===== config.mk =====
export PLATFORM = sky130hd
export DESIGN_NAME = axi_crc_master
export DESIGN_NICKNAME = d
export VERILOG_FILES = /design/src/rtl/axi_crc_master.sv
export SDC_FILE = /design/constraint.sdc
export NUM_CORES = 1
export LEC_CHECK = 0
export CAP_MARGIN = 10
export CELL_PAD_IN_SITES_DETAIL_PLACEMENT = 1
export CELL_PAD_IN_SITES_GLOBAL_PLACEMENT = 2
export CORE_MARGIN = 2
export CORE_UTILIZATION = 24
export CTS_CLUSTER_DIAMETER = 50
export DETAILED_ROUTE_END_ITERATION = 16
export GPL_ROUTABILITY_DRIVEN = 0
export PLACE_DENSITY = 0.85
export SKIP_CTS_REPAIR_TIMING = 1
export SYNTH_ARGS = -nofsm -noshare
export SYNTH_HDL_FRONTEND = slang
export SYNTH_SLANG_ARGS = --single-unit
export TNS_END_PERCENT = 30

===== constraint.sdc =====
create_clock -name clk -period 2.5 [get_ports clk]
set_clock_uncertainty 0.15 [all_clocks]
set_input_delay 0.5 -clock clk [delete_from_list [all_inputs] [get_ports clk]]
set_output_delay 0.5 -clock clk [all_outputs]
set_load 0.1 [all_outputs]

===== src/rtl/axi_crc_master.sv =====
// AXI-Lite master that streams N_WORDS data words into a CRC slave's
// register file (word addresses 0..N_WORDS-1), then reads the CRC result
// back from address 0. Every AXI wait state is guarded by a cycle counter.
//
// Handshake rule used on every channel: a transfer happens on the rising
// edge where valid and ready are both high; valid, once raised, holds its
// payload stable until that edge and is never withdrawn except by a
// timeout abort or reset.
module axi_crc_master #(
    parameter int N_WORDS = 7,
    parameter int TIMEOUT = 255
) (
    input  logic        clk,
    input  logic        areset,
    input  logic [31:0] data_i,
    input  logic        data_valid_i,
    output logic        data_ready_o,
    output logic [31:0] crc_o,
    output logic        crc_valid_o,
    output logic        busy_o,
    output logic        err_o,
    output logic [31:0] awaddr_o,
    output logic        awvalid_o,
    input  logic        awready_i,
    output logic [31:0] wdata_o,
    output logic [3:0]  wstrb_o,
    output logic        wvalid_o,
    input  logic        wready_i,
    input  logic [1:0]  bresp_i,
    input  logic        bvalid_i,
    output logic        bready_o,
    output logic [31:0] araddr_o,
    output logic        arvalid_o,
    input  logic        arready_i,
    input  logic [31:0] rdata_i,
    input  logic        rvalid_i,
    output logic        rready_o,
    output logic [2:0]  dbg_state_o
);

    typedef enum logic [2:0] {
        S_FETCH = 3'd0,
        S_WRITE = 3'd1,
        S_RESP  = 3'd2,
        S_RADDR = 3'd3,
        S_RDATA = 3'd4
    } state_t;

    // The counter only has to hold 0..TIMEOUT-1: the last value aborts.
    localparam int              WAIT_W    = (TIMEOUT < 2) ? 1 : $clog2(TIMEOUT);
    localparam logic [WAIT_W-1:0] WAIT_LAST = WAIT_W'(TIMEOUT - 1);
    localparam logic [3:0]      IDX_LAST  = 4'(N_WORDS - 1);

    state_t              state_q, state_d;
    logic [3:0]          idx_q, idx_d;
    logic [WAIT_W-1:0]   wait_q, wait_d;
    logic                awvalid_q, awvalid_d;
    logic                wvalid_q, wvalid_d;
    logic [31:0]         awaddr_q, awaddr_d;
    logic [31:0]         wdata_q, wdata_d;
    logic [31:0]         crc_q, crc_d;
    logic                crc_valid_q, crc_valid_d;
    logic                err_q, err_d;

    logic                timeout_hit;
    logic                aw_done;
    logic                w_done;

    // State register: all flops, asynchronously cleared
    always_ff @(posedge clk or negedge areset) begin
        if (!areset) begin
            state_q     <= S_FETCH;
            idx_q       <= 4'd0;
            wait_q      <= '0;
            awvalid_q   <= 1'b0;
            wvalid_q    <= 1'b0;
            awaddr_q    <= 32'd0;
            wdata_q     <= 32'd0;
            crc_q       <= 32'd0;
            crc_valid_q <= 1'b0;
            err_q       <= 1'b0;
        end else begin
            state_q     <= state_d;
            idx_q       <= idx_d;
            wait_q      <= wait_d;
            awvalid_q   <= awvalid_d;
            wvalid_q    <= wvalid_d;
            awaddr_q    <= awaddr_d;
            wdata_q     <= wdata_d;
            crc_q       <= crc_d;
            crc_valid_q <= crc_valid_d;
            err_q       <= err_d;
        end
    end

    // Next-state logic: batch sequencing, channel tracking and timeout abort
    always_comb begin
        state_d     = state_q;
        idx_d       = idx_q;
        awvalid_d   = awvalid_q;
        wvalid_d    = wvalid_q;
        awaddr_d    = awaddr_q;
        wdata_d     = wdata_q;
        crc_d       = crc_q;
        crc_valid_d = 1'b0;
        err_d       = err_q;
        timeout_hit = (wait_q == WAIT_LAST);
        // A channel counts as done if it already completed or completes now
        aw_done     = !awvalid_q || awready_i;
        w_done      = !wvalid_q || wready_i;

        unique case (state_q)
            S_FETCH: begin
                if (data_valid_i) begin
                    wdata_d   = data_i;
                    awaddr_d  = {28'd0, idx_q};
                    awvalid_d = 1'b1;
                    wvalid_d  = 1'b1;
                    // The error flag covers one batch; word 0 starts a new one
                    if (idx_q == 4'd0) begin
                        err_d = 1'b0;
                    end
                    state_d = S_WRITE;
                end
            end
            S_WRITE: begin
                if (awvalid_q && awready_i) begin
                    awvalid_d = 1'b0;
                end
                if (wvalid_q && wready_i) begin
                    wvalid_d = 1'b0;
                end
                if (aw_done && w_done) begin
                    state_d = S_RESP;
                end else if (timeout_hit) begin
                    err_d     = 1'b1;
                    awvalid_d = 1'b0;
                    wvalid_d  = 1'b0;
                    idx_d     = 4'd0;
                    state_d   = S_FETCH;
                end
            end
            S_RESP: begin
                if (bvalid_i) begin
                    if (bresp_i != 2'b00) begin
                        err_d = 1'b1;
                    end
                    if (idx_q == IDX_LAST) begin
                        idx_d   = 4'd0;
                        state_d = S_RADDR;
                    end else begin
                        idx_d   = idx_q + 4'd1;
                        state_d = S_FETCH;
                    end
                end else if (timeout_hit) begin
                    err_d   = 1'b1;
                    idx_d   = 4'd0;
                    state_d = S_FETCH;
                end
            end
            S_RADDR: begin
                if (arready_i) begin
                    state_d = S_RDATA;
                end else if (timeout_hit) begin
                    err_d   = 1'b1;
                    idx_d   = 4'd0;
                    state_d = S_FETCH;
                end
            end
            S_RDATA: begin
                if (rvalid_i) begin
                    crc_d       = rdata_i;
                    crc_valid_d = 1'b1;
                    state_d     = S_FETCH;
                end else if (timeout_hit) begin
                    err_d   = 1'b1;
                    idx_d   = 4'd0;
                    state_d = S_FETCH;
                end
            end
            default: begin
                state_d = S_FETCH;
                idx_d   = 4'd0;
            end
        endcase

        // Count cycles spent in a wait state; restart on any state change
        if ((state_d != state_q) || (state_q == S_FETCH)) begin
            wait_d = '0;
        end else begin
            wait_d = wait_q + 1'b1;
        end
    end

    // Output decode: ready/valid strobes straight from the current state
    always_comb begin
        data_ready_o = (state_q == S_FETCH);
        bready_o     = (state_q == S_RESP);
        arvalid_o    = (state_q == S_RADDR);
        rready_o     = (state_q == S_RDATA);
        busy_o       = (state_q != S_FETCH) || (idx_q != 4'd0);
    end

    assign awvalid_o   = awvalid_q;
    assign wvalid_o    = wvalid_q;
    assign awaddr_o    = awaddr_q;
    assign wdata_o     = wdata_q;
    assign wstrb_o     = 4'hF;
    assign araddr_o    = 32'd0;
    assign crc_o       = crc_q;
    assign crc_valid_o = crc_valid_q;
    assign err_o       = err_q;
    assign dbg_state_o = state_q;

endmodule


======== After elaboration in Yosys (flattened, before gate mapping) ========
Cells that the tools add are included.
storage, ports and cells
  register bits ........................... 87
  input port bits ......................... 74
  output and inout bits ................... 144
  logic and storage cells ................. 83
operators by class
  add/sub/neg operators ................... 2
  equality and inequality tests ........... 13
  muxes and demuxes ....................... 36
  bitwise operators ....................... 1
  reduce and logical (&&, ||, !) cells .... 21
operators by type and width
  operator                                                               count
  4-bit 2-to-1 mux                                                       6
  4-bit one-hot mux with 5 select lines                                  1
  3-bit 2-to-1 mux                                                       6
  1-bit 2-to-1 mux                                                       17
  3-bit one-hot mux with 5 select lines                                  1
  8-bit by 1-bit adder with 8-bit output, second input constant          1
  8-bit equality test, second input constant                             1
  8-bit 2-to-1 mux                                                       1
  2-bit != test, second input constant                                   4
  7-bit AND reduction                                                    1
  3-bit by 2-bit equality test with 1-bit output, second input constant  2
  2-bit AND reduction                                                    3
  1-bit one-hot mux with 5 select lines                                  1
  5-bit nonzero test                                                     1
  4-bit by 1-bit adder with 4-bit output, second input constant          1
  4-bit by 3-bit equality test with 1-bit output, second input constant  1
  4-bit zero test                                                        1
  1-bit logical OR                                                       4
  1-bit one-hot mux with 2 select lines                                  2
  4-bit AND reduction                                                    1
  2-bit nonzero test                                                     2
  4-bit nonzero test                                                     1
  3-bit by 1-bit equality test with 1-bit output, second input constant  1
  3-bit equality test, second input constant                             1
  other kinds (9)                                                        12

======== Longest topological paths before layout ========
Gate-level depths: netlist of run 1.
  word-level depth ........................ 8
  gate-level depth with buffers ........... 8
  mapped depth without buffers ............ 7

======== Worst setup path before layout of run 1 ========
No wires, ideal clock.
  kind .................................... register to register
  from .................................... register state_q[1] (netlist: dbg_state_o[1])
  to ...................................... register state_q[0] (netlist: dbg_state_o[0])
  library setup time ...................... 64 ps
  arrival ................................. 3,288 ps
  data required time ...................... 2,286 ps
  setup slack ............................. -1,002 ps
  stages on the path, launching flop included .. 7
  path buffers ............................ 1
  period minus slack after synthesis ...... 3,502 ps
  path through ............................ dfrtp_1 -> buf_6 -> and2b_4 -> nor2b_1 -> a21boi_1 -> a21oi_1 -> or2_1
on the way
  cells in the longest elaborated chain, start to end .. 2
  elaborated cells on any way between the ends .. 6
  those cells by class .................... eq/ne (4); mux (1); reduce/logical (1)
ends and longest elaborated chain
  element                                         line  text
  from (decl)                                     54    state_t state_q, state_d;
  from (signal assigned)                          83    state_q <= state_d;
  3-bit by 2-bit equality test with 1-bit output  --
  via bready_o                                    31    output logic bready_o,
  3-bit one-hot mux with 5 select lines           112   unique case (state_q)
  via state_d[0]                                  54
The timed path passes the listed nets, and every way through them passes these cells.
A chain may end at the register's enable or synchronous reset.

======== Worst setup path after layout of run 1 ========
  from .................................... register state_q[0] (netlist: dbg_state_o[0])
  to ...................................... output port rready_o
on the way
  cells in the longest elaborated chain, start to end .. 1
ends and longest elaborated chain
  element              line  text
  3-bit equality test  200   rready_o = (state_q == S_RDATA);
  to (decl)            37    output logic rready_o,
No other way between the ends.

==> results.toml, run 1 <==
[floorplan]
chipHeight_um = 138.2
fp-row-count = 49
fp.dieW_um = 138.2
core-area_mm2 = 0.01778
dieArea_mm2 = 0.01909
initial_core_util_pct = 24.29
io_pins = 218

[timing]
final-setup-viol-count = 0
timing.fmax_mhz = 433.2
layout_setup_ws_ns = 0.1918
post-route-period-util_pct = 92.33
fin_crit_ns = 2.308
slew_violations = 0
hold_viol = 0
rsz0062_at_grt = "false"

[synthesis]
synthCells = 345
synth.largest_area_cell = "dfrtp_1"
synth_area_per_cell_um2 = 12.52
synth_top_area_share_pct = 50.41
async_flop_share_pct = 100.0
synth.distinct_cells = 50
synthFlopType = "dfrtp_1"
ys_ff_latch = 87
synth_edf_count = 0
seq_area_frac_synth_pct = 50.41
synthTopCellsByArea = "dfrtp_1 50%, buf_4 11%, mux2_2 9.4%"
yosysWarnings = 0
syn_area_mm2 = 0.004319

[critical_path]
worst-path-buf-inv = 2
slowest_stage = "dfrtp_4"
start_kind = "register"
crit_arrival_ns = 1.66
worstPathCellList = "nor2_2, nand2_1, inv_1, buf_12"
cp_max_fo = 18
end_kind = "output port"
slowest_delay_ns = 0.60
crit_type = "reg -> out"
crit_family = "flip-flops"
cp_data_required_time_ns = 1.85

[detailed_routing]
ant_nets = 0
routedWlPerCell_um = 14.54
drc = 0
routed_wl_um = 10710
via_per_inst = 4.056
first_iter_violations = 68
first_pass_iters = 4
dr_total_vias = 2985

[global_route]
grt_pass1_vias = 3141
gr-usage-all-layers_pct = 11.35
overflow = 0
grt_max_degree = 47
grt_pass1_wl_um = 17460
antenna_found_initial = 0

[clock_network]
cts.htree.levels = 3
cts-root-buf = "clkbuf_16"
cts_tree = "built"
clock-sinks = 87
clk_path_buf_depth = 2
clkLatencyLatePin_ns = 0.34
clk_pin_slew_ns = 0.07
cts_made_buffers = 9

[layout]
fill_cells = 1969
syn_to_final_growth_pct = 41.14
seq_area_mm2 = 0.002183
fin_area_mm2 = 0.006096
layout_common_cells = "84 x dfrtp_1, 81 x buf_4, 72 x clkdlybuf4s50_1"
multiInputGateArea_mm2 = 0.001788
final_common_cell = "dfrtp_1"
final_nets = 578
drive_above_1_share_pct = 32.54
instances_no_fill = 736
final_util_pct = 34.29
antenna-diode-count = 0

[flow_run]
drv_cap = 0

[status]
outcome = "complete, no violations"

[place]
io_buffers = 153
dpl.hpwl_um = 8289
dp.cells = 719
post-place-ws_ns = 0.1142
placed_area_mm2 = 0.005777

[min_path]
hp-class = "reg -> reg"
==> path summary, 6_finish.rpt <==
| path | from | cells past startpoint | slack (ns) | to |
|---|---|---|---|---|
| max in group asynchronous | areset | 3 | 1.15 | wdata_o[5] |
| min reg2reg | crc_o[30] | 1 | 0.33 | crc_o[30] |
| min | crc_o[30] | 1 | 0.33 | crc_o[30] |
| min in group asynchronous | areset | 2 | 0.47 | awaddr_o[1] |
| max reg2reg | wait_q[0] | 7 | 0.32 | wait_q[4] |
| max | dbg_state_o[0] | 4 | 0.19 | rready_o |
==> Yosys cell counts (2+ instances only) <==
| master | number |
|---|---|
| dfrtp_1 | 87 |
| buf_4 | 66 |
| mux2_2 | 36 |
| mux2_1 | 32 |
| nand2_1 | 12 |
| nor2_1 | 10 |
| inv_1 | 8 |
| o21ai_0 | 8 |
| a21oi_1 | 7 |
| buf_6 | 7 |
| nand3_1 | 7 |
| buf_2 | 5 |
| and3_1 | 4 |
| nor2b_1 | 4 |
| xor2_1 | 4 |
| o21ai_1 | 3 |
| a21boi_1 | 2 |
| a31oi_1 | 2 |
| conb_1 | 2 |
| ha_1 | 2 |
| nand4_1 | 2 |
| nand4bb_1 | 2 |
| nor3_1 | 2 |
| nor4b_4 | 2 |
| o211ai_1 | 2 |
| o21a_1 | 2 |
| o221ai_2 | 2 |
==> metal layers <==
layer  GRT usage, %  vias to the layer above  wire, um
met5              0                        -         0
met4          3.383                        0       123
met3          3.429                        9       683
met2          18.73                      130      5192
met1          14.41                     1467      4705
li1               -                     1379         -
==> final cells by class <==
class / count / area share [%]
clock inverter: 6 / 1.149
timing repair buffer: 162 / 24.59
inverter: 8 / 0.4926
clock buffer: 10 / 3.920
tap: 229 / 4.700
multi-input combinational: 234 / 29.33
sequential: 87 / 35.82
==> cell families after synthesis <==
logic type | Yosys count | share of synthesized area [%]
buffers and inverters | 86 | 14.57
and+or+nand+nor | 58 | 8.691
other | 2 | 0.1739
adders and majority gates | 2 | 0.5793
muxes | 68 | 17.73
xor gates and xnor gates | 5 | 1.014
DFF | 87 | 50.41
AOI/OAI and AO/OA | 37 | 6.836
==> registers in the layout, indices dropped and copies added, names as in the netlist <==
signal       cells
err_o            1
awaddr_o         4
wait_q           8
wvalid_o         1
dbg_state_o      3
wdata_o         32
crc_valid_o      1
awvalid_o        1
crc_o           32
idx_q            4
==> metrics by stage <==
step,TNS [ns],hold WS (ns)
2_1_floorplan,-12.35,0.05441
3_3_place_gp,0,0.2944
3_5_place_dp,0,0.2995
4_1_cts,0,-0.07973
5_1_grt,0,0.3505
6_report,0,0.3328
Power of run 1 is not shown: default switching activity piles up to over one toggle a cycle in this logic, so the estimate is an artifact.
==> inputs of run 2 (changes only) <==
Settings changed: CAP_MARGIN 10 to default.
==> results of run 2 <==
Same layout as run 1: the final DEF is identical, and so are final timing and power.
Power of run 2 is left out for the same reason.
==> inputs of run 3 (changes only) <==
Settings changed: CAP_MARGIN from default to 20, CTS_CLUSTER_DIAMETER 50 to default.
==> results of run 3 <==
Same layout as run 1: the final DEF is identical, and so are final timing and power.
Power of run 3 is left out for the same reason.
